$ cat config.mk
export PLATFORM = sky130hd
export DESIGN_NAME = port_spi_master
export DESIGN_NICKNAME = d
export VERILOG_FILES = /design/src/rtl/port_spi_master.sv
export SDC_FILE = /design/constraint.sdc
export NUM_CORES = 1
export LEC_CHECK = 0
export BUFFER_PORTS_ARGS = -buffer_cell sky130_fd_sc_hd__buf_4
export CAP_MARGIN = 20
export CORE_MARGIN = 4
export CORE_UTILIZATION = 53
export DETAILED_ROUTE_END_ITERATION = 10
export PLACE_DENSITY = 0.78
export SLEW_MARGIN = 20
export SYNTH_ARGS = -nofsm -noshare
export SYNTH_HDL_FRONTEND = slang
export SYNTH_SLANG_ARGS = --single-unit
$ cat constraint.sdc
create_clock -name clk -period 2.03 [get_ports clk]
set_input_delay 0 -clock clk [delete_from_list [all_inputs] [get_ports clk]]
set_output_delay 0 -clock clk [all_outputs]
set_load 0.01 [all_outputs]
$ cat src/rtl/port_spi_master.sv
// ---------------------------------------------------------------------------
// port_spi_master
//   SPI master (mode 0, MSB first, 8-bit frames) living on the CPU port bus.
//   Firmware writes DATA to launch a frame, polls CTRL for done/busy, reads
//   DATA for the received byte, and drives chip select by hand via CTRL[0].
//   in_port is a combinational read mux so several responders can be ORed.
//
// Ports
//   clk, resetn       system clock (rising edge), async active-low reset
//   port_id           CPU port address (DATA=BASE_PORT, CTRL=+1, DIV=+2)
//   write_strobe      write request, out_port carries the data
//   out_port          write data
//   read_strobe       read request
//   in_port           read data, 8'h00 for unmapped port_id
//   spi_sclk          SPI clock, idles low
//   spi_mosi          SPI data out, holds last bit after a frame
//   spi_miso          SPI data in, sampled when spi_sclk rises
//   spi_cs_n          chip select, ~CTRL[0], registered
//   dbg_state_o       FSM state (0=IDLE, 1=LOW, 2=HIGH) for observation
//
// Register map
//   DATA wr: start frame when idle, else flag overrun. DATA rd: RX, clears done.
//   CTRL wr: cs_en=out_port[0]. CTRL rd: {4'b0,done,ovr,cs_en,busy}, clears ovr.
//   DIV  rd/wr: SCLK half-period is DIV+1 clk cycles, latched per frame.
//
// Handshake: a strobe side effect fires once, on the first high cycle of the
// strobe (strobe & ~strobe_q) for a matching port_id; in_port is valid in
// that same cycle because the CPU registers it at that edge.
// ---------------------------------------------------------------------------
module port_spi_master #(
    parameter logic [7:0] BASE_PORT = 8'h10,
    parameter logic [7:0] DIV_RESET = 8'd3
) (
    input  logic       clk,
    input  logic       resetn,
    input  logic [7:0] port_id,
    input  logic       write_strobe,
    input  logic [7:0] out_port,
    input  logic       read_strobe,
    output logic [7:0] in_port,
    output logic       spi_sclk,
    output logic       spi_mosi,
    input  logic       spi_miso,
    output logic       spi_cs_n,
    output logic [1:0] dbg_state_o
);

    localparam logic [7:0] PORT_DATA = BASE_PORT;
    localparam logic [7:0] PORT_CTRL = BASE_PORT + 8'd1;
    localparam logic [7:0] PORT_DIV  = BASE_PORT + 8'd2;

    typedef enum logic [1:0] {
        ST_IDLE = 2'd0,
        ST_LOW  = 2'd1,
        ST_HIGH = 2'd2
    } state_t;

    state_t     state_q, state_d;

    logic       wr_q, rd_q;
    logic [7:0] sh_q, sh_d;
    logic [2:0] bit_q, bit_d;
    logic [7:0] hc_q, hc_d;
    logic       rxb_q, rxb_d;
    logic       sclk_q, sclk_d;
    logic       mosi_q, mosi_d;
    logic [7:0] rx_q, rx_d;
    logic [7:0] div_q, div_d;
    logic [7:0] div_lat_q, div_lat_d;
    logic       done_q, done_d;
    logic       ovr_q, ovr_d;
    logic       cs_en_q, cs_en_d;
    logic       cs_n_q;

    logic       sel_data, sel_ctrl, sel_div;
    logic       wr_edge, rd_edge;
    logic       busy, start, hc_zero, last_bit;
    logic       done_set, ovr_set;

    assign sel_data = (port_id == PORT_DATA);
    assign sel_ctrl = (port_id == PORT_CTRL);
    assign sel_div  = (port_id == PORT_DIV);

    assign wr_edge  = write_strobe & ~wr_q;
    assign rd_edge  = read_strobe & ~rd_q;

    assign busy     = (state_q != ST_IDLE);
    assign start    = wr_edge & sel_data & ~busy;
    assign ovr_set  = wr_edge & sel_data & busy;
    assign hc_zero  = (hc_q == 8'd0);
    assign last_bit = (bit_q == 3'd0);

    // State register
    always_ff @(posedge clk or negedge resetn) begin
        if (!resetn) begin
            state_q <= ST_IDLE;
        end else begin
            state_q <= state_d;
        end
    end

    // Next-state logic
    always_comb begin
        state_d = state_q;
        case (state_q)
            ST_IDLE: if (start)   state_d = ST_LOW;
            ST_LOW:  if (hc_zero) state_d = ST_HIGH;
            ST_HIGH: if (hc_zero) state_d = last_bit ? ST_IDLE : ST_LOW;
            default: state_d = ST_IDLE;
        endcase
    end

    // Datapath / output next values
    always_comb begin
        sh_d      = sh_q;
        bit_d     = bit_q;
        hc_d      = hc_q;
        rxb_d     = rxb_q;
        sclk_d    = sclk_q;
        mosi_d    = mosi_q;
        rx_d      = rx_q;
        div_lat_d = div_lat_q;
        done_set  = 1'b0;

        case (state_q)
            ST_IDLE: begin
                if (start) begin
                    sh_d      = out_port;
                    bit_d     = 3'd7;
                    mosi_d    = out_port[7];
                    hc_d      = div_q;
                    div_lat_d = div_q;
                end
            end
            ST_LOW: begin
                if (hc_zero) begin
                    sclk_d = 1'b1;
                    rxb_d  = spi_miso;
                    hc_d   = div_lat_q;
                end else begin
                    hc_d = hc_q - 8'd1;
                end
            end
            ST_HIGH: begin
                if (hc_zero) begin
                    sclk_d = 1'b0;
                    sh_d   = {sh_q[6:0], rxb_q};
                    if (last_bit) begin
                        rx_d     = {sh_q[6:0], rxb_q};
                        done_set = 1'b1;
                    end else begin
                        // sh_q[6] is the next bit once the shift lands
                        bit_d  = bit_q - 3'd1;
                        mosi_d = sh_q[6];
                        hc_d   = div_lat_q;
                    end
                end else begin
                    hc_d = hc_q - 8'd1;
                end
            end
            default: ;
        endcase

        // Set wins over the read-side clear when both land on one edge
        done_d  = done_set | (done_q & ~(rd_edge & sel_data));
        ovr_d   = ovr_set | (ovr_q & ~(rd_edge & sel_ctrl));
        cs_en_d = (wr_edge & sel_ctrl) ? out_port[0] : cs_en_q;
        div_d   = (wr_edge & sel_div) ? out_port : div_q;
    end

    // Datapath registers
    always_ff @(posedge clk or negedge resetn) begin
        if (!resetn) begin
            wr_q      <= 1'b0;
            rd_q      <= 1'b0;
            sh_q      <= 8'h00;
            bit_q     <= 3'd0;
            hc_q      <= 8'h00;
            rxb_q     <= 1'b0;
            sclk_q    <= 1'b0;
            mosi_q    <= 1'b0;
            rx_q      <= 8'h00;
            div_q     <= DIV_RESET;
            div_lat_q <= DIV_RESET;
            done_q    <= 1'b0;
            ovr_q     <= 1'b0;
            cs_en_q   <= 1'b0;
            cs_n_q    <= 1'b1;
        end else begin
            wr_q      <= write_strobe;
            rd_q      <= read_strobe;
            sh_q      <= sh_d;
            bit_q     <= bit_d;
            hc_q      <= hc_d;
            rxb_q     <= rxb_d;
            sclk_q    <= sclk_d;
            mosi_q    <= mosi_d;
            rx_q      <= rx_d;
            div_q     <= div_d;
            div_lat_q <= div_lat_d;
            done_q    <= done_d;
            ovr_q     <= ovr_d;
            cs_en_q   <= cs_en_d;
            cs_n_q    <= ~cs_en_d;
        end
    end

    // Read mux, zero when not addressed so responders can be ORed
    always_comb begin
        in_port = 8'h00;
        if (sel_data) in_port = rx_q;
        if (sel_ctrl) in_port = {4'b0000, done_q, ovr_q, cs_en_q, busy};
        if (sel_div)  in_port = div_q;
    end

    assign spi_sclk    = sclk_q;
    assign spi_mosi    = mosi_q;
    assign spi_cs_n    = cs_n_q;
    assign dbg_state_o = state_q;

endmodule

* Word level (Yosys, flattened, before mapping)
Cells that the tools add are included.
** Word-level totals
- Flip-flop bits (word level) :: 53
- Bits of input ports :: 21
- Output and inout port bits :: 13
** Operators by class
- Add/sub/neg operators :: 2
- Eq/ne operators :: 10
- Mux-type cells :: 31
- Bitwise operators :: 19
- Reduce and logical (&&, ||, !) cells :: 15
** Operators with widths (number)
- $mux 8 :: 7
- $eq 8x5->1 const B :: 3
- $pmux 8 s3 :: 1
- $reduce_and 3->1 :: 5
- $mux 7 :: 2
- $pmux 7 s2 :: 1
- $and 1x1->1 :: 11
- $mux 1 :: 10
- $mux 3 :: 3
- $logic_not 8->1 :: 1
- $ne 2x2->1 const B :: 4
- $sub 8x1->8 const B :: 1
- $mux 2 :: 3
- $not 1->1 :: 6
- $pmux 2 s3 :: 1
- $pmux 3 s2 :: 1
- $reduce_bool 2->1 :: 3
- $pmux 1 s2 :: 2
- $reduce_and 2->1 :: 2
- $reduce_and 4->1 :: 1
- $logic_not 3->1 :: 1
- $ne 3x3->1 const B :: 1
- $reduce_bool 3->1 :: 1
- $sub 3x1->3 const B :: 1
- 4 further kinds :: 5

* Longest topological paths before layout
- Depth after elaboration :: 6
- Depth in mapped cells :: 7

* Worst setup path before layout
No wires, ideal clock.
- Path kind :: register to register
- From :: register hc_q[0]
- To :: register hc_q[0]
- Arrival time :: 2.060 ns
- Required time :: 1.905 ns
- Path slack :: -0.155 ns
- Stages on the path, launching flop included :: 8
- Buffers on the path :: 1
- Clock period less this slack :: 2.185 ns
- Cell sequence :: dfrtp_1 -> inv_1 -> ha_1 -> nor3b_2 -> nand4_4 -> and3b_1 -> buf_6 -> mux2_4
** On the way
- Cells in the longest elaborated chain, start to end :: 3
- Elaborated cells between the ends (all ways) :: 7
- Those cells by class :: add/sub: 1; eq/ne: 1; mux: 3; reduce/logical: 2
** RTL lines
- start, declared :: RTL line 63 : logic [7:0] hc_q, hc_d;
- start signal, assigned :: RTL line 178 : hc_q <= 8'h00;
- start signal, assigned :: RTL line 194 : hc_q <= hc_d;
- $sub 8x1->8 / $logic_not 8->1 (equally long branches) :: RTL line 141, 158, 90
- $mux 8, or another cell as far along :: RTL line 145 : if (hc_zero) begin
- $pmux 8 s3 / $reduce_and 3->1 (equally long branches)
Several ways; a longest one is shown, not always the timed one.
A chain may end at the register's enable or synchronous reset.

* Final worst setup path
- From :: input port_id[0]
- To :: register sh_q[0]
** On the way
- Cells in the longest elaborated chain, start to end :: 5
** RTL lines
- start, declared :: RTL line 36 : input logic [7:0] port_id,
- $eq 8x5->1 :: RTL line 80 : assign sel_data = (port_id == PORT_DATA);
- $and 1x1->1 (2 in a row) :: RTL line 88 : assign start = wr_edge & sel_data & ~busy;
- $ne 2x2->1 (no source line)
- $reduce_and 3->1 (no source line)
- end signal, assigned :: RTL line 176 : sh_q <= 8'h00;
- end signal, assigned :: RTL line 192 : sh_q <= sh_d;
- end, declared :: RTL line 61 : logic [7:0] sh_q, sh_d;
Every way passes these cells.

==> results.sh <==
export IMPL_ant_nets=0
export IMPL_wire_per_inst_um=16.66
export IMPL_postLayoutCoreUtil=0.7049
export IMPL_cp_start_kind="input pin"
export IMPL_cts_buffers=5
export IMPL_slowest_delay_ns=0.55
export IMPL_vias_per_cell=5.612
export IMPL_start_util=0.5627
export IMPL_rows=26
export IMPL_slew_viol_final=0
export IMPL_drt_total_wl_um=6614
export IMPL_antenna_found_initial=0
export IMPL_min_path_cells=4
export IMPL_maxCapViolations=0
export IMPL_num_io_pins=34
export IMPL_outcome="finished, final reports clean"
export IMPL_power_leakage_nw=1.712
export IMPL_h_tree_depth=2
export IMPL_ir_worst_vdd_mv=0.9848
export IMPL_final_cell_mix="buf_4 (55), dfrtp_1 (48), mux2_2 (43)"
export IMPL_period_share=0.9650
export IMPL_multi_input_area_sq_um=1590
export IMPL_grt_overflow_total=0
export IMPL_grt_pass1_vias=2339
export IMPL_cts_sinks=53
export IMPL_route_detailed_drc=0
export IMPL_seq_area_sq_um=1333
export IMPL_placed_area_sq_um=3438
export IMPL_cp_arrival_ns=2.16
export IMPL_portBuffers=33
export IMPL_fillers=403
export IMPL_cts_tree="yes"
export IMPL_syn_inst=259
export IMPL_die_w_um=82.80
export IMPL_fmax_mhz=510.5
export IMPL_synth_fp_nets=289
export IMPL_syn_to_final_growth_pct=25.27
export IMPL_criticalPathCategory="in -> reg"
export IMPL_layout_commonest_cell="buf_4"
export IMPL_synth_edf_count=0
export IMPL_die_h_um=82.80
export IMPL_clk_pin_slew_ns=0.10
export IMPL_critical_path_slowest_cell="dlygate4sd3_1"
export IMPL_dr_pass1_iters=4
export IMPL_cp_top_family="buffers and inverters"
export IMPL_routabilityCongestion=0.8597
export IMPL_synthArstFlopShare=1.000
export IMPL_slew_headroom=0.5487
export IMPL_rr_worst_depth=7
export IMPL_drtIter0Drc=64
export IMPL_holdWs_ns=0.04023
export IMPL_p_per_area_nw_per_um2=1228
export IMPL_hpwl_um=4731
export IMPL_synth_seq_area_share=0.4494
export IMPL_worstHoldPathType="in -> reg"
export IMPL_end_kind="flip-flop"
export IMPL_clk_latency_ns=0.31
export IMPL_final_net_count=356
export IMPL_cp_cell_sequence="dlygate4sd3_1, buf_4, or3_1, o31a_1, nor2_4, mux2_2"
export IMPL_synthFlopType="dfrtp_1"
export IMPL_timing_critical_path_buf_inv=2
export IMPL_coreArea_sq_um=5270
export IMPL_cts_buffer_depth=2
export IMPL_r2r_slack_ns=0.08
export IMPL_ys_seq_elements=53
export IMPL_yosys_cell_types_count=52
export IMPL_synth_avg_cell_area_sq_um=11.45
export IMPL_dieArea_sq_um=6856
export IMPL_fin_skew_ns=0.004282
export IMPL_grt_max_degree=54
export IMPL_drive_gt1_frac=0.4251
export IMPL_min_period_ns=1.959
export IMPL_grt_usage=0.1989
export IMPL_ys_warnings_count=0
export IMPL_fin_area_sq_um=3715
export IMPL_crit_path_max_fanout=8
export IMPL_grt_first_pass_wirelength_um=11190
export IMPL_worst_path_stages=6
export IMPL_tns_ns=0
export IMPL_vias=2228
export IMPL_tightest_slew_ns=0.6770
export IMPL_finalHoldViolCount=0
export IMPL_clockRootBuffer="clkbuf_8"
export IMPL_setup_viol=0
export IMPL_diodes=0
export IMPL_netlist_area_sq_um=2965
export IMPL_required_ns=2.23
-- per-stage QoR --
step	instances	power, mW	setup WS [ns]
after floorplan	259	3.076	0.001499
after CTS	394	4.496	0.009291
after global placement	373	3.724	0.07011
after detailed placement	373	3.799	0.009681
final	397	4.562	0.07106
after global routing	397	4.886	-0.01582
-- layer usage --
layer	vias to the layer above	wire length, um	part of all wire	global-route usage
li1	1075	-	-	-
met1	1093	3046	0.46	0.2567
met2	43	3202	0.48	0.3324
met3	17	193	0.029	0.03663
met4	0	171	0.026	0.07429
met5	-	0	0	0
-- registers in the layout, summed over array words and instances, names as in the netlist --
register     count
spi_sclk         1
div_lat_q        8
ovr_q            1
div_q            8
rd_q             1
wr_q             1
spi_mosi         1
hc_q             8
rxb_q            1
sh_q             7
done_q           1
bit_q            3
dbg_state_o      2
cs_en_q          1
rx_q             8
spi_cs_n         1
-- logic make-up (layout without fill, tap and decap cells) --
| family | Yosys count | after routing | share of synthesized area |
|---|---|---|---|
| and+or+nand+nor | 75 | 75 | 0.1473 |
| muxes | 63 | 63 | 0.2451 |
| DFF | 53 | 53 | 0.4494 |
| AOI/OAI and AO/OA | 36 | 36 | 0.08270 |
| buffers and inverters | 20 | 88 | 0.02869 |
| adders and majority gates | 9 | 9 | 0.03798 |
| xor gates and xnor gates | 3 | 3 | 0.008862 |
-- synth_stat cells, drive strengths merged (2+ instances only) --
cell type | number | area (sq um)
ha | 9 | 112.6
nand3 | 5 | 25.02
dfrtp | 48 | 1201
nor3 | 5 | 25.02
or3 | 3 | 20.02
or2 | 3 | 18.77
nand2b | 3 | 18.77
o31ai | 2 | 15.01
nor2b | 4 | 25.02
nand4 | 2 | 27.53
nor3b | 3 | 27.52
mux2 | 53 | 626.8
or4 | 3 | 22.52
dfstp | 5 | 131.4
o21ai | 7 | 35.03
xnor2 | 2 | 17.52
buf | 3 | 20.01
a31oi | 5 | 37.53
inv | 11 | 41.29
a21oi | 9 | 45.04
nor2 | 22 | 90.09
mux2i | 10 | 100.1
o221ai | 4 | 35.03
nand2 | 14 | 52.55
or3b | 2 | 17.52
clkbuf | 6 | 23.77
-- repair_timing --
| item | in CTS | in global routing |
|---|---|---|
| endpoints found under the setup margin | 7 | 18 |
| gates resized for setup | 1 | 7 |
| pin swaps | 0 | 1 |
| hold buffers | 13 | 0 |
| setup buffers | 0 | 3 |
| hold endpoints to repair | 62 | 0 |
-- power breakdown --
group          internal, mW  switching [mW]
clock                 0.284           0.377
sequential             1.27           0.173
combinational          1.30            1.16
-- final timing paths --
kind / startpoint / endpoint
setup / recovery: port_id[0] / sh_q[0]
hold / removal: port_id[2] / spi_cs_n
setup reg to reg: hc_q[1] / dbg_state_o[0]
hold reg to reg: cs_en_q / spi_cs_n
max in group asynchronous: resetn / sh_q[6]
min in group asynchronous: resetn / spi_sclk
-- cell type report --
class                   count  area share
well taps                  70     0.02358
repair buffers             69      0.1516
clock buffers               6     0.02223
clock inverters             2    0.004715
flip-flops and latches     53      0.3587
multi-input cells         186      0.4281
inverters                  11     0.01111
-- tightest hold or removal path: stages --
cell     delay, ns
buf_4         0.09
nor3_1        0.05
nand3_1       0.13
mux2i_1       0.09
No activity file was read; power rests on OpenSTA's default activity.
